$ cat config.mk
export PLATFORM = sky130hd
export DESIGN_NAME = tpu_tile_sequencer
export DESIGN_NICKNAME = d
export VERILOG_FILES = /design/src/rtl/tpu_tile_sequencer.sv
export SDC_FILE = /design/constraint.sdc
export NUM_CORES = 1
export LEC_CHECK = 0
export BUFFER_PORTS_ARGS = -buffer_cell sky130_fd_sc_hd__clkbuf_2
export CORE_MARGIN = 1.5
export CORE_UTILIZATION = 37
export CTS_CLUSTER_DIAMETER = 100
export DETAILED_ROUTE_END_ITERATION = 6
export PLACE_DENSITY = 0.6
export SLEW_MARGIN = 0
export SYNTH_ARGS = -nofsm -noshare
export SYNTH_HDL_FRONTEND = slang
export SYNTH_SLANG_ARGS = --single-unit
$ cat constraint.sdc
create_clock -name clk -period 5.3 [get_ports clk]
set_input_delay 0.795 -clock clk [delete_from_list [all_inputs] [get_ports clk]]
set_output_delay 0.795 -clock clk [all_outputs]
set_load 0.01 [all_outputs]
$ cat src/rtl/tpu_tile_sequencer.sv
// Job-level sequencer for the TPU datapath: per tile it pops one weight set,
// pulses a systolic weight reload, streams cfg_rows unified-buffer reads and
// writes each result row to the result SRAM RESULT_LAT cycles after its read.
//
// Ports:
//   clk, rstn                      clock, synchronous active-low reset
//   start, abort                   job start (IDLE only) / synchronous abort
//   cfg_num_tiles, cfg_rows        job shape, latched on the start cycle
//   cfg_src_base, cfg_dst_base     first UB read / result write address
//   fifo_empty, fifo_read_enable   weight FIFO status / pop
//   we_rl                          systolic weight reload strobe
//   ub_read_enable, ub_address     UB row read strobe and address
//   res_write_enable, res_address  result SRAM write strobe and address
//   tile_idx, busy, done           progress, activity, job-complete pulse
//   perf_cycles, perf_wstall       busy / weight-stall cycle counters
//
// Optional feature: define TPU_SEQ_PERF_EN to build in the perf counters.
module tpu_tile_sequencer #(
  parameter int unsigned ADDRESSSIZE = 10,
  parameter int unsigned TILE_BW     = 4,
  parameter int unsigned RESULT_LAT  = 130
) (
  input  logic                   clk,
  input  logic                   rstn,
  input  logic                   start,
  input  logic                   abort,
  input  logic [TILE_BW-1:0]     cfg_num_tiles,
  input  logic [ADDRESSSIZE-1:0] cfg_rows,
  input  logic [ADDRESSSIZE-1:0] cfg_src_base,
  input  logic [ADDRESSSIZE-1:0] cfg_dst_base,
  input  logic                   fifo_empty,
  output logic                   fifo_read_enable,
  output logic                   we_rl,
  output logic                   ub_read_enable,
  output logic [ADDRESSSIZE-1:0] ub_address,
  output logic                   res_write_enable,
  output logic [ADDRESSSIZE-1:0] res_address,
  output logic [TILE_BW-1:0]     tile_idx,
  output logic                   busy,
  output logic                   done
`ifdef TPU_SEQ_PERF_EN
  , output logic [31:0]          perf_cycles
  , output logic [31:0]          perf_wstall
`endif
);

  localparam int unsigned AW  = ADDRESSSIZE;
  localparam int unsigned TW  = TILE_BW;
  localparam int unsigned LAT = RESULT_LAT;

  typedef enum logic [2:0] {
    S_IDLE, S_WAIT_W, S_POP, S_RELOAD, S_STREAM, S_DRAIN, S_FINISH
  } state_e;

  state_e          state_q, state_d;
  logic [TW-1:0]   tiles_q, tiles_d;
  logic [AW-1:0]   rows_q, rows_d;
  logic [AW-1:0]   src_q, src_d;
  logic [AW-1:0]   dst_q, dst_d;
  logic [AW-1:0]   rd_cnt_q, rd_cnt_d;
  logic [AW-1:0]   wr_cnt_q, wr_cnt_d;
  logic [TW-1:0]   tile_q, tile_d;
  logic [LAT-1:0]  dl_q, dl_d;
  logic            fifo_re_q, fifo_re_d;
  logic            we_rl_q, we_rl_d;
  logic            ub_re_q, ub_re_d;
  logic            busy_q, busy_d;
  logic            done_q, done_d;
  logic            res_we;
`ifdef TPU_SEQ_PERF_EN
  logic [31:0]     perf_cyc_q, perf_cyc_d;
  logic [31:0]     perf_ws_q, perf_ws_d;
`endif

  // The tail of the read-valid delay line is the write strobe.
  assign res_we = dl_q[LAT-1];

  // Next-state, counters and registered-output decode.
  always_comb begin
    state_d  = state_q;
    tiles_d  = tiles_q;
    rows_d   = rows_q;
    rd_cnt_d = rd_cnt_q;
    tile_d   = tile_q;
    dl_d     = (dl_q << 1) | LAT'(ub_re_q);
    src_d    = ub_re_q ? src_q + AW'(1) : src_q;
    dst_d    = res_we ? dst_q + AW'(1) : dst_q;
    wr_cnt_d = res_we ? wr_cnt_q + AW'(1) : wr_cnt_q;
`ifdef TPU_SEQ_PERF_EN
    perf_cyc_d = perf_cyc_q;
    perf_ws_d  = perf_ws_q;
    if (state_q != S_IDLE && perf_cyc_q != '1) perf_cyc_d = perf_cyc_q + 32'd1;
    if (state_q == S_WAIT_W && fifo_empty && perf_ws_q != '1) perf_ws_d = perf_ws_q + 32'd1;
`endif

    case (state_q)
      S_IDLE: begin
        if (start && !abort) begin
          tiles_d  = cfg_num_tiles;
          rows_d   = cfg_rows;
          src_d    = cfg_src_base;
          dst_d    = cfg_dst_base;
          tile_d   = '0;
          rd_cnt_d = '0;
          wr_cnt_d = '0;
          state_d  = (cfg_num_tiles != '0 && cfg_rows != '0) ? S_WAIT_W : S_FINISH;
`ifdef TPU_SEQ_PERF_EN
          perf_cyc_d = '0;
          perf_ws_d  = '0;
`endif
        end
      end
      S_WAIT_W: if (!fifo_empty) state_d = S_POP;
      S_POP:    state_d = S_RELOAD;
      S_RELOAD: begin
        rd_cnt_d = '0;
        state_d  = S_STREAM;
      end
      S_STREAM: begin
        if (rd_cnt_q == rows_q - AW'(1)) state_d = S_DRAIN;
        else rd_cnt_d = rd_cnt_q + AW'(1);
      end
      // Leave on the cycle that carries this tile's last result write.
      S_DRAIN: begin
        if (res_we && wr_cnt_q == rows_q - AW'(1)) begin
          wr_cnt_d = '0;
          if (tile_q == tiles_q - TW'(1)) begin
            state_d = S_FINISH;
          end else begin
            tile_d  = tile_q + TW'(1);
            state_d = S_WAIT_W;
          end
        end
      end
      S_FINISH: state_d = S_IDLE;
      default:  state_d = S_IDLE;
    endcase

    // Abort overrides everything and drops all in-flight result writes.
    if (abort && state_q != S_IDLE) begin
      state_d = S_IDLE;
      dl_d    = '0;
    end

    fifo_re_d = (state_d == S_POP);
    we_rl_d   = (state_d == S_RELOAD);
    ub_re_d   = (state_d == S_STREAM);
    busy_d    = (state_d != S_IDLE);
    done_d    = (state_d == S_FINISH);
  end

  // All state, counters and outputs.
  always_ff @(posedge clk) begin
    if (!rstn) begin
      state_q   <= S_IDLE;
      tiles_q   <= '0;
      rows_q    <= '0;
      src_q     <= '0;
      dst_q     <= '0;
      rd_cnt_q  <= '0;
      wr_cnt_q  <= '0;
      tile_q    <= '0;
      dl_q      <= '0;
      fifo_re_q <= 1'b0;
      we_rl_q   <= 1'b0;
      ub_re_q   <= 1'b0;
      busy_q    <= 1'b0;
      done_q    <= 1'b0;
`ifdef TPU_SEQ_PERF_EN
      perf_cyc_q <= '0;
      perf_ws_q  <= '0;
`endif
    end else begin
      state_q   <= state_d;
      tiles_q   <= tiles_d;
      rows_q    <= rows_d;
      src_q     <= src_d;
      dst_q     <= dst_d;
      rd_cnt_q  <= rd_cnt_d;
      wr_cnt_q  <= wr_cnt_d;
      tile_q    <= tile_d;
      dl_q      <= dl_d;
      fifo_re_q <= fifo_re_d;
      we_rl_q   <= we_rl_d;
      ub_re_q   <= ub_re_d;
      busy_q    <= busy_d;
      done_q    <= done_d;
`ifdef TPU_SEQ_PERF_EN
      perf_cyc_q <= perf_cyc_d;
      perf_ws_q  <= perf_ws_d;
`endif
    end
  end

  assign fifo_read_enable = fifo_re_q;
  assign we_rl            = we_rl_q;
  assign ub_read_enable   = ub_re_q;
  assign ub_address       = src_q;
  assign res_write_enable = res_we;
  assign res_address      = dst_q;
  assign tile_idx         = tile_q;
  assign busy             = busy_q;
  assign done             = done_q;
`ifdef TPU_SEQ_PERF_EN
  assign perf_cycles      = perf_cyc_q;
  assign perf_wstall      = perf_ws_q;
`endif

endmodule

==> flow_summary.ini, run 1 <==
[power_and_ir_drop]
p_int_mw = 2.32
p_seq_frac = 0.501
clockPowerShare = 0.432
p_switching_uw = 710
p_per_area_nw_per_um2 = 359
pwr-share-comb = 0.067
ir_worst_vdd_v = 0.000242
power_leakage_nw = 3.63
netSwitchingFraction = 0.234
p_total_mw = 3.03

[clock_network]
max-clock-path-buffers = 2
clkSlewWorstSetupHoldPaths_ps = 70
clock_sinks = 196
cts-root-buf = clkbuf_16
insertion_delay_ps = 420
cts_setup_buffers = 0
cts_hold_buffers = 0
htree_levels = 4
cts_tree = built
cts_buffers = 17
cts_resized = 0

[place]
routabilityCongestion = 0.810
dp_hpwl_mm = 8.71
portBuffers = 68

[sta]
fin_setup_tns_ps = 0
final.setup_skew_ps = 6.91
finalCritPeriodShare = 0.545
hold_ws_ps = 425
slew_viol_final = 0
fmax_ghz = 0.346
setup_viol = 0
tightestPinTransition_ps = 1100
rsz0062_at_grt = no
finalHoldViolations = 0
layout_min_cycle_time_ps = 2890
slew_headroom = 0.266

[routing]
wl_per_cell_um = 12.8
antenna_left = 0
totalWireLength_mm = 13.5
dr.pass1.iters = 4
dr.first_iter.drc_count = 194
vias = 4878
drc = 0
drt-vias-per-instance = 4.61

[critical_path]
crit_chain = inv_1 > ha_1 > or4b_4 > nor4_4 > xnor2_1 > xnor2_2 > nor4_2 > buf_4 > o31ai_1 > a21oi_1
crit_required_ps = 5570
cpPeakStageDelay_ps = 590
crit_fanout = 22
path_class = reg -> reg
critPathCaptureType = register
arrival_ps = 3160
slowest_stage = o31ai_1
start_kind = register

[job]
maxCapViolCount = 0

[final_layout]
multi_input_area_sq_um = 3180
regArea_sq_um = 3920
area_growth_pct = 16.0
fin_nets = 825
fillers = 1913
post_route_cells_drive_above_1_share = 0.148
diodes = 0

[floorplanning]
die_w_um = 143
dieArea_sq_um = 20500
fp.dieH_um = 143
io_pins = 69
initial_core_util = 0.375
rows = 51
core_sq_um = 19400

[synthesis]
yosys_warnings = 0
yosysSeqAreaShare = 0.539
async_flop_share = 0
syn_area_sq_um = 7280
synth_edf_count = 0
netlist_instances = 726
avgSynthCellArea_sq_um = 10.0
ys_types = 54
synth_seq_cells = 196
synthFlopType = dfxtp_1
syn_nets = 772

[grt]
use_met2 = 0.210
grt_max_degree = 131
use_met3 = 0.0345
overflow = 0
antenna_found_initial = 0
grt_use_met1 = 0.189
busiest_layer = met2
grt_pass1_wl_mm = 22.1
grt_usage = 0.136
grt_pass1_vias = 4455

[run_status]
status = finished clean

[worst_hold_path]
holdCritPathClass = reg -> reg
-- critical path, delay by kind of cell, from the launching register on --
family | cells | cell delay (ps)
simple gates | 3 | 800
compound gates | 2 | 670
flops | 1 | 370
xor+xnor | 2 | 350
buf+inv | 2 | 300
fa+ha+maj | 1 | 240
-- worst paths after layout --
path                  start          end  slack [ps]  depth (start not counted)
setup / recovery  rows_q[0]  rd_cnt_q[9]        2410                         10
hold / removal    dl_q[124]    dl_q[125]         420                          1
setup reg to reg  rows_q[0]  rd_cnt_q[9]        2410                         10
hold reg to reg   dl_q[124]    dl_q[125]         420                          1
-- Yosys cell counts, types with 2 or more instances --
cell | instances | share of area
a21oi_1 | 13 | 0.0089
and4_1 | 3 | 0.0036
nor2b_1 | 5 | 0.0043
nor2_1 | 27 | 0.014
dfxtp_1 | 196 | 0.54
buf_2 | 4 | 0.0028
nand2_1 | 72 | 0.037
o211a_1 | 20 | 0.028
a211oi_1 | 3 | 0.0031
o21ai_0 | 10 | 0.0069
a31oi_1 | 6 | 0.0052
xor2_1 | 29 | 0.035
or4_1 | 8 | 0.0083
inv_1 | 8 | 0.0041
and3_1 | 11 | 0.0095
clkbuf_1 | 27 | 0.014
a21boi_1 | 19 | 0.020
o31ai_1 | 8 | 0.0083
nand4_1 | 10 | 0.0086
or3_1 | 3 | 0.0026
mux2i_1 | 7 | 0.0096
nand2b_1 | 5 | 0.0043
nor4_1 | 6 | 0.0052
ha_1 | 7 | 0.012
o21ai_1 | 4 | 0.0028
and2_1 | 137 | 0.12
o211ai_1 | 2 | 0.0021
and3b_1 | 2 | 0.0024
buf_1 | 4 | 0.0021
o21a_1 | 2 | 0.0021
nand3_1 | 15 | 0.010
buf_6 | 2 | 0.0031
nor3_1 | 5 | 0.0034
or2_2 | 2 | 0.0017
o31a_1 | 2 | 0.0024
nand3b_1 | 3 | 0.0031
xnor2_1 | 22 | 0.026
-- sequential cells by signal, summed over array words and instances, names as in the netlist, 3 cells and up --
name and flops:
rows_q 10, tiles_q 4, state_q 3, res_address 10, ub_address 10, rd_cnt_q 10, tile_idx 4, wr_cnt_q 10
dl_q 130
-- cell type report --
cell class,instances,area share
sequential,196,0.465
multi-input combinational,484,0.377
clock buffer,20,0.0553
timing repair buffer,71,0.0430
tap,265,0.0393
clock inverter,12,0.0169
inverter,9,0.00400
-- power by group through the flow --
stage	clock network (mW)	registers [mW]	logic, mW
after floorplan	0	1.55	0.145
after global placement	0	1.55	0.202
after detailed placement	0	1.55	0.203
after CTS	1.35	1.52	0.204
after global routing	1.40	1.52	0.229
final	1.31	1.52	0.202
-- metrics by stage --
| step | util | worst slack [ps] | cell area (sq um) | std cells |
|---|---|---|---|---|
| after global routing | 0.435 | 2180 | 8440 | 1057 |
| after detailed placement | 0.404 | 2410 | 7840 | 1025 |
| after floorplan | - | 2720 | 7280 | 726 |
| after global placement | 0.404 | 2470 | 7840 | 1025 |
| after CTS | 0.435 | 2410 | 8440 | 1057 |
| final | 0.435 | 2410 | 8440 | 1057 |
-- cells in the final DEF (no fill, tap or decap), drive strengths merged, types with 4 or more instances in the layout --
cell      n
dfxtp   196
and2    137
clkbuf   88
nand2    72
xor2     29
nor2     27
xnor2    23
o211a    20
a21boi   19
nand3    15
o21ai    14
a21oi    13
inv      13
and3     11
nand4    10
o31ai     8
or4       8
nor4      8
mux2i     7
ha        7
a31oi     6
nor3      6
nand2b    5
nor2b     5
clkinv    4
-- cells by family (layout without fill, tap and decap cells) --
kind of cell	after synthesis	after routing	synth area share
AND/OR/NAND/NOR	322	322	0.250
flip-flops	196	196	0.539
AO/OA/AOI/OAI	95	95	0.0961
XOR/XNOR	53	53	0.0667
buffers and inverters	46	112	0.0265
adder cells (fa/ha/maj)	7	7	0.0120
multiplexers	7	7	0.00963
-- metal layers --
layer,vias up,wire (um)
met2,65,6130
met5,-,0
li1,2538,-
met1,2265,6800
met3,10,479
met4,0,127
No activity file was read; power rests on OpenSTA's default activity.
==> run 2, diff against run 1 <==
==> constraint.sdc (replaced) <==
create_clock -name clk -period 2.8 [get_ports clk]
set_input_delay 0.42 -clock clk [delete_from_list [all_inputs] [get_ports clk]]
set_output_delay 0.42 -clock clk [all_outputs]
set_load 0.01 [all_outputs]
==> run 2 against run 1 <==
Critical path depth unchanged. Combinational power increased by 100%. Clock skew increased by 3.8 ps. Power increased by 86%. Critical endpoint is now rd_cnt_q[6]. Via count about the same. Sequential share of layout area decreased by 0.47 points. Clock power increased by 80%. Global-route usage increased by 0.23 points. Sequential power increased by 89%. Highest routed layer unchanged. Largest power group unchanged. Worst setup slack got worse by 2300 ps. Die area unchanged. Final cell count increased by 0.95%.
==> flow_summary.ini, run 2 (synthesis results as in run 1) <==
[sta]
tightestPinTransition_ps = 498
fmax_ghz = 0.377
slew_viol_final = 0
setup_viol = 0
rsz0062_at_grt = yes
layout_min_cycle_time_ps = 2650
hold_ws_ps = 229
slew_headroom = 0.666
finalHoldViolations = 0
setup_slack_ps = 146
final.setup_skew_ps = 10.7
finalCritPeriodShare = 0.948

[routing]
totalWireLength_mm = 13.3
dr.first_iter.drc_count = 273
vias = 4881
wl_per_cell_um = 12.5
antenna_left = 0
drt-vias-per-instance = 4.57
drc = 0
dr.pass1.iters = 4

[final_layout]
diodes = 0
post-route-util = 0.440
largest-register = dl_q
fin_area_sq_um = 8530
fillers = 1901
largest_register_ffs = 130
post_route_cells_drive_above_1_share = 0.160
layout_common_cells = 196 x dfxtp_1, 137 x and2_1, 71 x nand2_1
fin_nets = 836
mostFrequentLayoutCell = dfxtp_1
area_growth_pct = 17.2
stdcell_count = 1067

[power_and_ir_drop]
p_per_area_nw_per_um2 = 661
power_leakage_nw = 3.68
ir_worst_vdd_v = 0.000407

[clock_network]
clock_sinks = 196
cts_buffers = 17
htree_levels = 4
insertion_delay_ps = 430
max-clock-path-buffers = 2
cts_tree = built
clkSlewWorstSetupHoldPaths_ps = 70
cts-root-buf = clkbuf_16

[critical_path]
reg2reg_setup_slack_ps = 150
r2r_end = rd_cnt_q[6]
rr_worst_depth = 10
r2r_start = rows_q[1]
arrival_ps = 3010
crit_required_ps = 3160
start_kind = register
critPathCaptureType = register
crit_fanout = 22
path_class = reg -> reg

[place]
dp_hpwl_mm = 8.80
routabilityCongestion = 0.796
dpl_cell_area_sq_um = 7940
dp.cells = 1036
portBuffers = 68
place_ws_ps = 91.4

[floorplanning]
rows = 51
fp.dieH_um = 143
dieArea_sq_um = 20500
initial_core_util = 0.375
die_w_um = 143
io_pins = 69
core_sq_um = 19400

[grt]
grt_usage = 0.139
overflow = 0
grt_max_degree = 131
grt_pass1_wl_mm = 22.4
antenna_found_initial = 0
grt_pass1_vias = 4584

[worst_hold_path]
holdCritPathClass = in -> reg
whs_path_depth = 3
min_to = rows_q[1]
hold_path.startpoint = cfg_rows[1]

[run_status]
status = finished clean

[job]
maxCapViolCount = 0
run 2: final cells by class:
cell class                 count  area (sq um)  share of cell area
timing repair buffer          82           470              0.0551
clock buffer                  18           429              0.0503
tap                          265           332              0.0389
multi-input combinational    484          3200               0.375
clock inverter                13           143              0.0167
inverter                       9          33.8             0.00396
sequential                   196          3920               0.460
run 2: metal layers:
layer	GRT usage	wire (um)
met1	0.186	6610
met2	0.219	6190
met3	0.0268	395
met4	0.0564	116
met5	0	0
run 2: where the power goes:
group          switching, mW  internal (mW)  leakage [nW]
logic                  0.228          0.180          1.82
clock network           1.10           1.26         0.284
registers             0.0470           2.82          1.58
run 2: per-stage QoR:
stage	power [mW]	TNS (ps)
3_3_place_gp	3.34	0
3_5_place_dp	3.34	0
2_1_floorplan	3.21	0
6_report	5.64	0
5_1_grt	5.87	-19.5
4_1_cts	5.70	0
run 2: worst max-delay path by stage:
stage | start | end | slack [ps]
floorplan | rows_q[0] | rd_cnt_q[8] | 220
global placement | rows_q[1] | rd_cnt_q[5] | 190
detailed placement | rows_q[2] | done | 90
CTS | rows_q[2] | done | 80
global route | rows_q[1] | rd_cnt_q[7] | -20
finish | rows_q[1] | rd_cnt_q[6] | 150
run 2: critical path: stages (launching register included):
cell and delay (ps):
dfxtp_1 350, inv_1 70, ha_2 210, or4b_4 520, nor4_4 200, xnor2_1 200
xnor2_2 150, nor4_2 70, buf_12 160, or4_1 500, a21oi_1 150
run 2: what timing repair did:
item | in CTS | in global routing
setup buffers | 0 | 0
endpoints found under the setup margin | 0 | 21
hold buffers | 0 | 0
resized for setup | 0 | 3
